[src/rtl/blinker_pkg.sv]
// Shared types and default constants for the blinker input-conditioning stage.
// The long-press feature is enabled with BLINKER_DEBOUNCE_LONG_PRESS_EN.
package blinker_pkg;

    // Debounce FSM: either tracking a settled level or timing a candidate change
    typedef enum logic {
        ST_STABLE   = 1'b0,
        ST_SETTLING = 1'b1
    } state_t;

    localparam int DEF_SYNC_STAGES   = 2;
    localparam int DEF_STABLE_CYCLES = 1000;
    localparam int DEF_LONG_CYCLES   = 500000;

endpackage

[src/rtl/blinker_sync.sv]
// Multi-flop synchroniser that brings the raw button into the system1000 domain.
module blinker_sync
    import blinker_pkg::*;
#(
    parameter int STAGES = DEF_SYNC_STAGES
) (
    input  logic clk,
    input  logic rst,
    input  logic raw,
    output logic synced
);

    logic [STAGES-1:0] chain;

    // Shift the raw level through the chain; reset flushes it to 0
    always_ff @(posedge clk) begin
        if (rst) begin
            chain <= '0;
        end else begin
            chain <= {chain[STAGES-2:0], raw};
        end
    end

    assign synced = chain[STAGES-1];

endmodule

[src/rtl/blinker_debouncer.sv]
// Push-button conditioner: synchronise, debounce, emit clean level and
// single-cycle press/release pulses. Defining BLINKER_DEBOUNCE_LONG_PRESS_EN
// adds long_o, a one-shot pulse once the level has been held high long enough.
module blinker_debouncer
    import blinker_pkg::*;
#(
    parameter int SYNC_STAGES   = DEF_SYNC_STAGES,
    parameter int STABLE_CYCLES = DEF_STABLE_CYCLES,
    parameter int LONG_CYCLES   = DEF_LONG_CYCLES
) (
    input  logic system1000,
    input  logic system1000_rst,
    input  logic btn_i,
    output logic level_o,
    output logic press_o,
    output logic release_o
`ifdef BLINKER_DEBOUNCE_LONG_PRESS_EN
    ,
    output logic long_o
`endif
);

    localparam int             CNT_W    = $clog2(STABLE_CYCLES);
    localparam logic [CNT_W-1:0] CNT_LAST = CNT_W'(STABLE_CYCLES - 1);
    localparam logic [CNT_W-1:0] CNT_ONE  = CNT_W'(1);

    logic             s;
    state_t           state, state_next;
    logic [CNT_W-1:0] cnt, cnt_next;
    logic             level_next, press_next, release_next;

    blinker_sync #(
        .STAGES (SYNC_STAGES)
    ) u_sync (
        .clk    (system1000),
        .rst    (system1000_rst),
        .raw    (btn_i),
        .synced (s)
    );

    // Next-state: time how long s has disagreed with the accepted level
    always_comb begin
        state_next   = state;
        cnt_next     = cnt;
        level_next   = level_o;
        press_next   = 1'b0;
        release_next = 1'b0;
        case (state)
            ST_STABLE: begin
                if (s != level_o) begin
                    state_next = ST_SETTLING;
                    cnt_next   = CNT_ONE;
                end else begin
                    cnt_next = '0;
                end
            end
            ST_SETTLING: begin
                if (s == level_o) begin
                    // bounced back before settling: drop the candidate silently
                    state_next = ST_STABLE;
                    cnt_next   = '0;
                end else if (cnt == CNT_LAST) begin
                    state_next   = ST_STABLE;
                    cnt_next     = '0;
                    level_next   = s;
                    press_next   = s;
                    release_next = ~s;
                end else begin
                    cnt_next = cnt + CNT_ONE;
                end
            end
            default: begin
                state_next = ST_STABLE;
                cnt_next   = '0;
            end
        endcase
    end

    // State, settle counter, level and pulse registers
    always_ff @(posedge system1000) begin
        if (system1000_rst) begin
            state     <= ST_STABLE;
            cnt       <= '0;
            level_o   <= 1'b0;
            press_o   <= 1'b0;
            release_o <= 1'b0;
        end else begin
            state     <= state_next;
            cnt       <= cnt_next;
            level_o   <= level_next;
            press_o   <= press_next;
            release_o <= release_next;
        end
    end

`ifdef BLINKER_DEBOUNCE_LONG_PRESS_EN
    localparam int              LCNT_W    = $clog2(LONG_CYCLES + 1);
    localparam logic [LCNT_W-1:0] LCNT_MAX  = LCNT_W'(LONG_CYCLES);
    localparam logic [LCNT_W-1:0] LCNT_FIRE = LCNT_W'(LONG_CYCLES - 1);
    localparam logic [LCNT_W-1:0] LCNT_ONE  = LCNT_W'(1);

    logic [LCNT_W-1:0] lcnt;

    // Hold timer; saturation guarantees the LONG_CYCLES-1 match (and pulse)
    // happens once per press, LONG_CYCLES edges after press_o
    always_ff @(posedge system1000) begin
        if (system1000_rst) begin
            lcnt   <= '0;
            long_o <= 1'b0;
        end else begin
            long_o <= level_o && (lcnt == LCNT_FIRE);
            if (!level_o) begin
                lcnt <= '0;
            end else if (lcnt != LCNT_MAX) begin
                lcnt <= lcnt + LCNT_ONE;
            end
        end
    end
`else
    logic unused_long_cycles;
    assign unused_long_cycles = ^LONG_CYCLES;
`endif

endmodule
[config.mk]
export PLATFORM = sky130hd
export DESIGN_NAME = blinker_debouncer
export DESIGN_NICKNAME = d
export VERILOG_FILES = /design/src/rtl/blinker_pkg.sv /design/src/rtl/blinker_sync.sv /design/src/rtl/blinker_debouncer.sv
export SDC_FILE = /design/constraint.sdc
export NUM_CORES = 1
export LEC_CHECK = 0
export BUFFER_PORTS_ARGS = -buffer_cell sky130_fd_sc_hd__buf_2
export CORE_AREA = 4 4 41 43
export CTS_BUF_LIST = sky130_fd_sc_hd__clkbuf_4
export CTS_CLUSTER_DIAMETER = 200
export DETAILED_ROUTE_END_ITERATION = 10
export DIE_AREA = 0 0 45 47
export PLACE_DENSITY = 0.7
export SETUP_SLACK_MARGIN = 0.4
export SYNTH_ARGS = -nofsm -noshare
export SYNTH_HDL_FRONTEND = slang
export SYNTH_HIERARCHICAL = 1
export SYNTH_SLANG_ARGS = --single-unit
export TNS_END_PERCENT = 50
[constraint.sdc]
create_clock -name system1000 -period 2.94 [get_ports system1000]
set_clock_uncertainty 0.2 [all_clocks]
set_input_delay 0.441 -clock system1000 [delete_from_list [all_inputs] [get_ports system1000]]
set_output_delay 0.441 -clock system1000 [all_outputs]
set_load 0.01 [all_outputs]
==> results.sh, run 1 <==
export IMPL_cts_setup_buffers=0
export IMPL_cts_tree="yes"
export IMPL_cts_path_max_buffers=2
export IMPL_crit_required_ns=2.93
export IMPL_grt_pass1_vias=497
export IMPL_placed_area_um2=725.7
export IMPL_synth_common_cells="dfxtp_1 (16), nor2_1 (8), xnor2_1 (5)"
export IMPL_critPathMaxStageDelay_ns=0.37
export IMPL_p_leak_nw=0.2509
export IMPL_fillers=122
export IMPL_ctsRootBufferMaster="clkbuf_4"
export IMPL_syn2layout_area_growth_pct=10.28
export IMPL_pwr_share_comb=0.016
export IMPL_slowest_stage="dfxtp_1"
export IMPL_postSynthCellCount=67
export IMPL_synth_top_area_frac=0.4697
export IMPL_fin_crit_sh=0.5402
export IMPL_synth_top_cell_by_area="dfxtp_1"
export IMPL_die_h_um=47
export IMPL_start_util=0.5240
export IMPL_cts_clk_slew_worst_paths_ns=0.10
export IMPL_clkLatencyLatePin_ns=0.28
export IMPL_ys_top_cells_by_area="dfxtp_1 (47%), xnor2_1 (6.4%), nor2_1 (4.4%)"
export IMPL_synth_nets=71
export IMPL_synthArstFlopShare=0
export IMPL_hpwl_um=849.3
export IMPL_coreArea_mm2=0.001301
export IMPL_antenna_found_initial=0
export IMPL_fmax_mhz=629.7
export IMPL_cp_max_fo=5
export IMPL_r2r_setup_slack_ns=1.35
export IMPL_start_kind="register"
export IMPL_wire_per_inst_um=13.08
export IMPL_intPower_mw=0.2707
export IMPL_reg2regPathDepth=5
export IMPL_final_core_util=0.5779
export IMPL_ioPinCount=6
export IMPL_hp_class="in -> reg"
export IMPL_r2r_end="level_o"
export IMPL_syn_area_per_cell_um2=10.18
export IMPL_worstReg2RegStart="cnt[0]"
export IMPL_ys_seq_area_frac=0.4697
export IMPL_cts_hold_buf=0
export IMPL_finalHoldViolCount=0
export IMPL_multi_input_area_um2=354.1
export IMPL_fp_row_count=13
export IMPL_cap_violations=0
export IMPL_grt_overflow=0
export IMPL_gp_congestion=0.7053
export IMPL_ys_dominant_reg_cell="dfxtp_1"
export IMPL_synth_edf_count=0
export IMPL_final_setup_tns_ns=0
export IMPL_numCtsBuffers=3
export IMPL_vias=510
export IMPL_synthesis_area_um2=681.9
export IMPL_power_switching_mw=0.07432
export IMPL_dp_cells=87
export IMPL_dr_pass1_iters=4
export IMPL_path_cells="ha_1, and4bb_4, nand4_1, mux2i_1, nor2_1"
export IMPL_peakVddDrop_v=0.0002580
export IMPL_synth_seq_cells=16
export IMPL_drive_gt1_frac=0.1842
export IMPL_seq_power_share=0.638
export IMPL_grt_pass1_wl_um=2111
export IMPL_final_cells=91
export IMPL_ys_warn_count=6
export IMPL_rsz0062_at_grt="no"
export IMPL_min_to="u_sync/chain[0]"
export IMPL_diodes=0
export IMPL_end_kind="register"
export IMPL_cts_resized=0
export IMPL_seq_area_um2=320.3
export IMPL_hold_path_depth=2
export IMPL_nNetsFinal=81
export IMPL_die_w_um=45
export IMPL_path_class="reg -> reg"
export IMPL_drc=0
export IMPL_grt_max_degree=10
export IMPL_drt_wl_total_um=1190
export IMPL_synth_most_common_cell="dfxtp_1"
export IMPL_outcome="finished clean"
export IMPL_holdWs_ns=0.1622
export IMPL_fin_area_um2=752.0
export IMPL_clock_sinks=16
export IMPL_io_buffers=5
export IMPL_worst_pin_slew_ns=0.2997
export IMPL_crit_arrival_ns=1.58
export IMPL_swShare=0.2154
export IMPL_clkPwrFrac=0.346
export IMPL_h_tree_depth=1
export IMPL_first_iter_violations=14
export IMPL_setup_viol=0
export IMPL_viasPerCell=5.604
export IMPL_fin_crit_ns=1.588
export IMPL_fp_dieArea_mm2=0.002115
export IMPL_slew_violations=0
export IMPL_slew_headroom=0.7988
export IMPL_grt_total_usage=0.1409
export IMPL_worstHoldStart="btn_i"
export IMPL_p_per_area_mw_per_mm2=458.8
export IMPL_ys_types=29
export IMPL_ant_nets=0
cells by family (layout without fill, tap and decap cells):
| logic type | Yosys count | after routing | share of synthesized area |
|---|---|---|---|
| AND/OR/NAND/NOR | 34 | 34 | 0.3284 |
| flip-flops | 16 | 16 | 0.4697 |
| AO/OA/AOI/OAI | 7 | 7 | 0.08074 |
| buffers and inverters | 2 | 11 | 0.01101 |
| XOR/XNOR | 6 | 6 | 0.07706 |
| adder cells (fa/ha/maj) | 1 | 1 | 0.01835 |
| multiplexers | 1 | 1 | 0.01468 |
area by class of cell:
| class | instances | area share |
|---|---|---|
| repair buffers | 5 | 0.03328 |
| flip-flops and latches | 16 | 0.4260 |
| clock inverters | 1 | 0.004992 |
| inverters | 2 | 0.009983 |
| multi-input cells | 49 | 0.4709 |
| well taps | 15 | 0.02496 |
| clock buffers | 3 | 0.02995 |
state kept, by name, indices dropped and copies added (netlist names):
| name | flops |
|---|---|
| u_sync/chain | 2 |
| press_o | 1 |
| release_o | 1 |
| state | 1 |
| level_o | 1 |
| cnt | 10 |
power groups by stage:
| stage | Sequential, mW | Clock, mW | Combinational, mW |
|---|---|---|---|
| floorplan | 0.225 | 0 | 0.00312 |
| global placement | 0.225 | 0 | 0.00561 |
| detailed placement | 0.225 | 0 | 0.00570 |
| CTS | 0.220 | 0.120 | 0.00574 |
| global route | 0.220 | 0.131 | 0.00664 |
| finish | 0.220 | 0.119 | 0.00563 |
cell usage in the layout (no fill, tap or decap), types with 3 or more instances in the layout:
cell / netlist / routed
buf_2: 0 / 5
clkbuf_4: 0 / 3
dfxtp_1: 16 / 16
nand2_1: 4 / 4
nand3_1: 4 / 4
nor2_1: 8 / 8
xnor2_1: 5 / 5
per-stage QoR:
stage / setup WS [ns] / power, mW
floorplan: 1.499 / 0.2278
global placement: 1.324 / 0.2305
detailed placement: 1.295 / 0.2308
CTS: 1.363 / 0.3456
global route: 1.224 / 0.3576
finish: 1.352 / 0.3450
worst max-delay path, delay by kind of cell (launching register included):
kind,cells,cell delay [ns]
muxes,1,0.18
and+or+nand+nor,3,0.50
adders and majority gates,1,0.25
DFF,1,0.37
metal layers:
| layer | part of all wire | GRT usage | vias to the layer above |
|---|---|---|---|
| li1 | - | - | 255 |
| met2 | 0.46 | 0.2175 | 10 |
| met5 | 0 | 0 | - |
| met1 | 0.46 | 0.1674 | 240 |
| met3 | 0.055 | 0.04981 | 5 |
| met4 | 0.024 | 0.08772 | 0 |
worst max path at each step:
stage | startpoint | to
after CTS | cnt[0] | level_o
after floorplan | cnt[0] | level_o
after global routing | cnt[0] | level_o
final | cnt[0] | level_o
after detailed placement | system1000_rst | cnt[9]
after global placement | system1000_rst | cnt[9]
(Power assumes the default switching activity.)
==> run 2, diff against run 1 <==
--- a/config.mk
+++ b/config.mk
@@ -11,7 +11,7 @@
 export CTS_CLUSTER_DIAMETER = 200
 export DETAILED_ROUTE_END_ITERATION = 10
 export DIE_AREA = 0 0 45 47
-export PLACE_DENSITY = 0.7
+export PLACE_DENSITY = 0.73
 export SETUP_SLACK_MARGIN = 0.4
 export SYNTH_ARGS = -nofsm -noshare
 export SYNTH_HDL_FRONTEND = slang
==> constraint.sdc (replaced) <==
create_clock -name system1000 -period 1.45 [get_ports system1000]
set_clock_uncertainty 0.2 [all_clocks]
set_input_delay 0.2175 -clock system1000 [delete_from_list [all_inputs] [get_ports system1000]]
set_output_delay 0.2175 -clock system1000 [all_outputs]
set_load 0.01 [all_outputs]
==> results.sh, run 2 (synthesis results as in run 1) <==
export IMPL_outcome="finished clean"
export IMPL_multi_input_area_um2=437.9
export IMPL_first_iter_violations=15
export IMPL_cts_tree="yes"
export IMPL_slew_headroom=0.8140
export IMPL_final_setup_tns_ns=0
export IMPL_final_common_cell="dfxtp_1"
export IMPL_top_regs="cnt: 10 flops, u_sync/chain: 2 flops"
export IMPL_p_leak_nw=0.3196
export IMPL_cp_max_fo=5
export IMPL_rsz0062_at_grt="yes"
export IMPL_largest_reg_flops=10
export IMPL_setup_viol=0
export IMPL_highest_layer="met4"
export IMPL_grt_max_degree=9
export IMPL_path_class="reg -> reg"
export IMPL_cap_violations=0
export IMPL_die_h_um=47
export IMPL_ctsRootBufferMaster="clkbuf_4"
export IMPL_h_tree_depth=1
export IMPL_fp_row_count=13
export IMPL_hp_class="in -> reg"
export IMPL_fmax_mhz=689.7
export IMPL_grt_pass1_wl_um=2201
export IMPL_viasPerCell=5.614
export IMPL_end_kind="register"
export IMPL_clock_sinks=16
export IMPL_io_buffers=5
export IMPL_grt_pass1_vias=554
export IMPL_start_kind="register"
export IMPL_numCtsBuffers=3
export IMPL_dr_pass1_iters=4
export IMPL_gp_congestion=0.7480
export IMPL_coreArea_mm2=0.001301
export IMPL_p_per_area_mw_per_mm2=754.3
export IMPL_ant_nets=0
export IMPL_hpwl_um=924.6
export IMPL_crit_arrival_ns=1.44
export IMPL_antenna_found_initial=0
export IMPL_diodes=0
export IMPL_clkLatencyLatePin_ns=0.28
export IMPL_nNetsFinal=92
export IMPL_regMostFlops="cnt"
export IMPL_fin_crit_sh=1.000
export IMPL_drc=0
export IMPL_vias=567
export IMPL_drive_gt1_frac=0.4884
export IMPL_die_w_um=45
export IMPL_seq_area_um2=327.8
export IMPL_final_core_util=0.7106
export IMPL_peakVddDrop_v=0.0005578
export IMPL_fin_crit_ns=1.450
export IMPL_wl_met3_um=72
export IMPL_slew_violations=0
export IMPL_wl_met2_um=690
export IMPL_worst_pin_slew_ns=0.2777
export IMPL_crit_required_ns=1.44
export IMPL_grt_overflow=0
export IMPL_start_util=0.5240
export IMPL_drt_wl_total_um=1329
export IMPL_mostFrequentLayoutCells="dfxtp_1 (12), buf_4 (10), nor2_1 (5), buf_2 (5)"
export IMPL_fp_dieArea_mm2=0.002115
export IMPL_finalHoldViolCount=0
export IMPL_cts_path_max_buffers=2
export IMPL_wire_per_inst_um=13.16
export IMPL_grt_total_usage=0.1439
export IMPL_fillers=100
export IMPL_cts_clk_slew_worst_paths_ns=0.09
export IMPL_met1_length_um=534
export IMPL_ioPinCount=6
export IMPL_syn2layout_area_growth_pct=35.60
-- run 2: cell count changes in the layout (fill, tap and decap cells not counted), sizes merged --
cell and delta:
buf +10, clkinv -1, dlygate4sd3 +1
-- run 2: layer usage --
layer / GRT usage / up-vias
met5: 0 / -
met4: 0.08772 / 0
met3: 0.02299 / 5
met2: 0.2627 / 17
met1: 0.1551 / 265
li1: - / 280
-- run 2: timing repair --
action                                  4_1_cts  5_1_grt
gates cloned                                  0        0
setup buffers                                 2        0
resized for setup                             9        8
hold buffers                                  1        0
pin swaps                                    10        7
endpoints found under the setup margin       17       17
endpoints found under the hold margin         1        0
-- run 2: path summary, 6_finish.rpt --
path,startpoint,to,slack [ns],cells after the start
max,cnt[0],level_o,0.00005,5
min,system1000_rst,cnt[0],0.01,3
max reg2reg,cnt[0],level_o,0.00005,5
min reg2reg,state,cnt[0],0.24,1
-- run 2: area by class of cell --
cell class / count / share of cell area
Clock buffer: 3 / 0.02436
Sequential cell: 16 / 0.3545
Multi-Input combinational cell: 49 / 0.4736
Tap cell: 15 / 0.02030
Inverter: 2 / 0.008119
Timing Repair Buffer: 16 / 0.1191
-- run 2: critical path, cell delays in order, from the launching register on --
cell,delay (ns)
dfxtp_4,0.38
ha_4,0.12
and4bb_4,0.27
nand4_1,0.14
mux2i_1,0.19
nor2_1,0.05
-- run 2: power by group --
part | switching, mW | internal, mW | total, mW
logic | 0.0100 | 0.0125 | 0.0226
clock network | 0.133 | 0.0966 | 0.230
registers | 0.00298 | 0.442 | 0.445
-- run 2: metrics by stage --
stage / hold WS [ns] / total power, mW / std cells / area (um^2) / worst slack, ns
after detailed placement: 0.2340 / 0.4733 / 95 / 809.5 / -0.03482
after global placement: 0.2277 / 0.4730 / 95 / 809.5 / -0.02407
after CTS: 0.01534 / 0.6971 / 101 / 884.6 / -0.04028
after floorplan: 0.08282 / 0.4628 / 67 / 705.7 / 0.08061
after global routing: 0.01901 / 0.7325 / 101 / 924.6 / -0.09218
final: 0.01035 / 0.6975 / 101 / 924.6 / 0.00005296
==> run 3, diff against run 2 <==
==> constraint.sdc (replaced) <==
create_clock -name system1000 -period 1.45 [get_ports system1000]
set_clock_uncertainty 0.2 [all_clocks]
set_input_delay 0.29 -clock system1000 [delete_from_list [all_inputs] [get_ports system1000]]
set_output_delay 0.29 -clock system1000 [all_outputs]
set_load 0.01 [all_outputs]
==> results.sh, run 3 (synthesis results as in run 1) <==
export IMPL_clkLatencyLatePin_ns=0.27
export IMPL_drive_gt1_frac=0.4824
export IMPL_coreArea_mm2=0.001301
export IMPL_cap_violations=0
export IMPL_fin_crit_ns=1.476
export IMPL_h_tree_depth=1
export IMPL_rsz0062_at_grt="yes"
export IMPL_grt_total_usage=0.1480
export IMPL_grt_pass1_vias=520
export IMPL_slowest_stage="dfxtp_4"
export IMPL_crit_path_start="cnt[0]"
export IMPL_end_kind="register"
export IMPL_fin_crit_sh=1.018
export IMPL_largest_reg_flops=10
export IMPL_cts_clk_slew_worst_paths_ns=0.08
export IMPL_slew_violations=0
export IMPL_gp_congestion=0.7461
export IMPL_numCtsBuffers=3
export IMPL_grt_overflow=0
export IMPL_worstReg2RegStart="cnt[0]"
export IMPL_pre_cts_ws_ns=-0.01984
export IMPL_diodes=0
export IMPL_clock_sinks=16
export IMPL_failed_checks="setup timing"
export IMPL_crit_required_ns=1.43
export IMPL_r2r_end="level_o"
export IMPL_path_cells="ha_4, and4bb_4, nand4_1, mux2i_1, nor2_1"
export IMPL_fp_row_count=13
export IMPL_outcome="complete, but fails checks"
export IMPL_setup_viol=1
export IMPL_vias=540
export IMPL_placed_area_um2=809.5
export IMPL_regMostFlops="cnt"
export IMPL_dr_pass1_iters=4
export IMPL_fin_area_um2=913.4
export IMPL_ioPinCount=6
export IMPL_first_iter_violations=8
export IMPL_mostFrequentLayoutCells="dfxtp_1 (12), buf_4 (10), nor2_1 (6), buf_2 (5)"
export IMPL_fillers=100
export IMPL_hp_class="in -> reg"
export IMPL_drt_wl_total_um=1299
export IMPL_peakVddDrop_v=0.0006138
export IMPL_drc=0
export IMPL_worst_pin_slew_ns=0.3109
export IMPL_hpwl_um=905.5
export IMPL_top_regs="cnt: 10 flops, u_sync/chain: 2 flops"
export IMPL_reg2regPathDepth=5
export IMPL_finalWorstSetupSlack_ns=-0.02572
export IMPL_fp_dieArea_mm2=0.002115
export IMPL_fmax_mhz=677.6
export IMPL_wire_per_inst_um=12.99
export IMPL_finalHoldViolCount=0
export IMPL_crit_end="level_o"
export IMPL_grt_pass1_wl_um=2166
export IMPL_die_w_um=45
export IMPL_io_buffers=5
export IMPL_grt_max_degree=9
export IMPL_start_kind="register"
export IMPL_syn2layout_area_growth_pct=33.94
export IMPL_crit_arrival_ns=1.45
export IMPL_worstHoldStart="btn_i"
export IMPL_p_per_area_mw_per_mm2=746.6
export IMPL_ctsRootBufferMaster="clkbuf_4"
export IMPL_path_class="reg -> reg"
export IMPL_p_leak_nw=0.3127
export IMPL_final_common_cell="dfxtp_1"
export IMPL_cts_path_max_buffers=2
export IMPL_r2r_setup_slack_ns=-0.03
export IMPL_die_h_um=47
export IMPL_start_util=0.5240
export IMPL_antenna_found_initial=0
export IMPL_slew_headroom=0.7917
export IMPL_cts_tree="yes"
export IMPL_nNetsFinal=91
export IMPL_critPathMaxStageDelay_ns=0.37
export IMPL_viasPerCell=5.400
export IMPL_ant_nets=0
export IMPL_cp_max_fo=5
-- run 3: metrics by stage --
step	cells	power, mW	hold WS, ns	util	setup TNS [ns]
6_report	100	0.6819	0.03298	0.7019	-0.02572
5_1_grt	100	0.7127	0.05102	0.7019	-0.2895
4_1_cts	99	0.6916	0.01973	0.6712	-0.03103
3_5_place_dp	95	0.4732	0.2311	0.6221	-0.01984
3_3_place_gp	95	0.4730	0.2277	0.6221	-0.02385
2_1_floorplan	67	0.4628	0.1553	-	0
-- run 3: layout make-up --
cell class	count	area [um^2]	share of cell area
timing repair buffer	15	100.1	0.1096
tap	15	18.77	0.02055
sequential	16	327.8	0.3589
clock buffer	3	22.52	0.02466
multi-input combinational	49	436.7	0.4781
inverter	2	7.507	0.008219
-- run 3: worst min path at each step --
stage / endpoint / slack (ns) / depth (start not counted)
2_1_floorplan: cnt[0] / 0.16 / 1
3_3_place_gp: u_sync/chain[1] / 0.23 / 1
3_5_place_dp: u_sync/chain[1] / 0.23 / 1
4_1_cts: u_sync/chain[0] / 0.02 / 2
5_1_grt: u_sync/chain[0] / 0.05 / 2
6_report: u_sync/chain[0] / 0.03 / 2
-- run 3: where the power goes --
part	switching, mW	total [mW]	internal [mW]
clock	0.121	0.217	0.0961
combinational	0.00902	0.0197	0.0106
sequential	0.00296	0.445	0.442
total	0.133	0.682	0.549
-- run 3: per-layer routing --
metal / track usage / vias to the layer above / wire (um)
met2: 0.2655 / 7 / 694
met3: 0.03448 / 4 / 37
met5: 0 / - / 0
met4: 0.08772 / 0 / 34
met1: 0.1578 / 250 / 532
li1: - / 279 / -
-- run 3: worst max-delay path, delay by kind of cell, from the launching register on --
family / cells / cell delay, ns
adder cells (fa/ha/maj): 1 / 0.14
flip-flops: 1 / 0.37
AND/OR/NAND/NOR: 3 / 0.49
multiplexers: 1 / 0.18
-- run 3: what timing repair did --
action,in CTS,in global routing
setup buffers,1,1
hold buffers,0,0
pin swaps,9,9
resized for setup,9,8
endpoints found under the setup margin,17,17
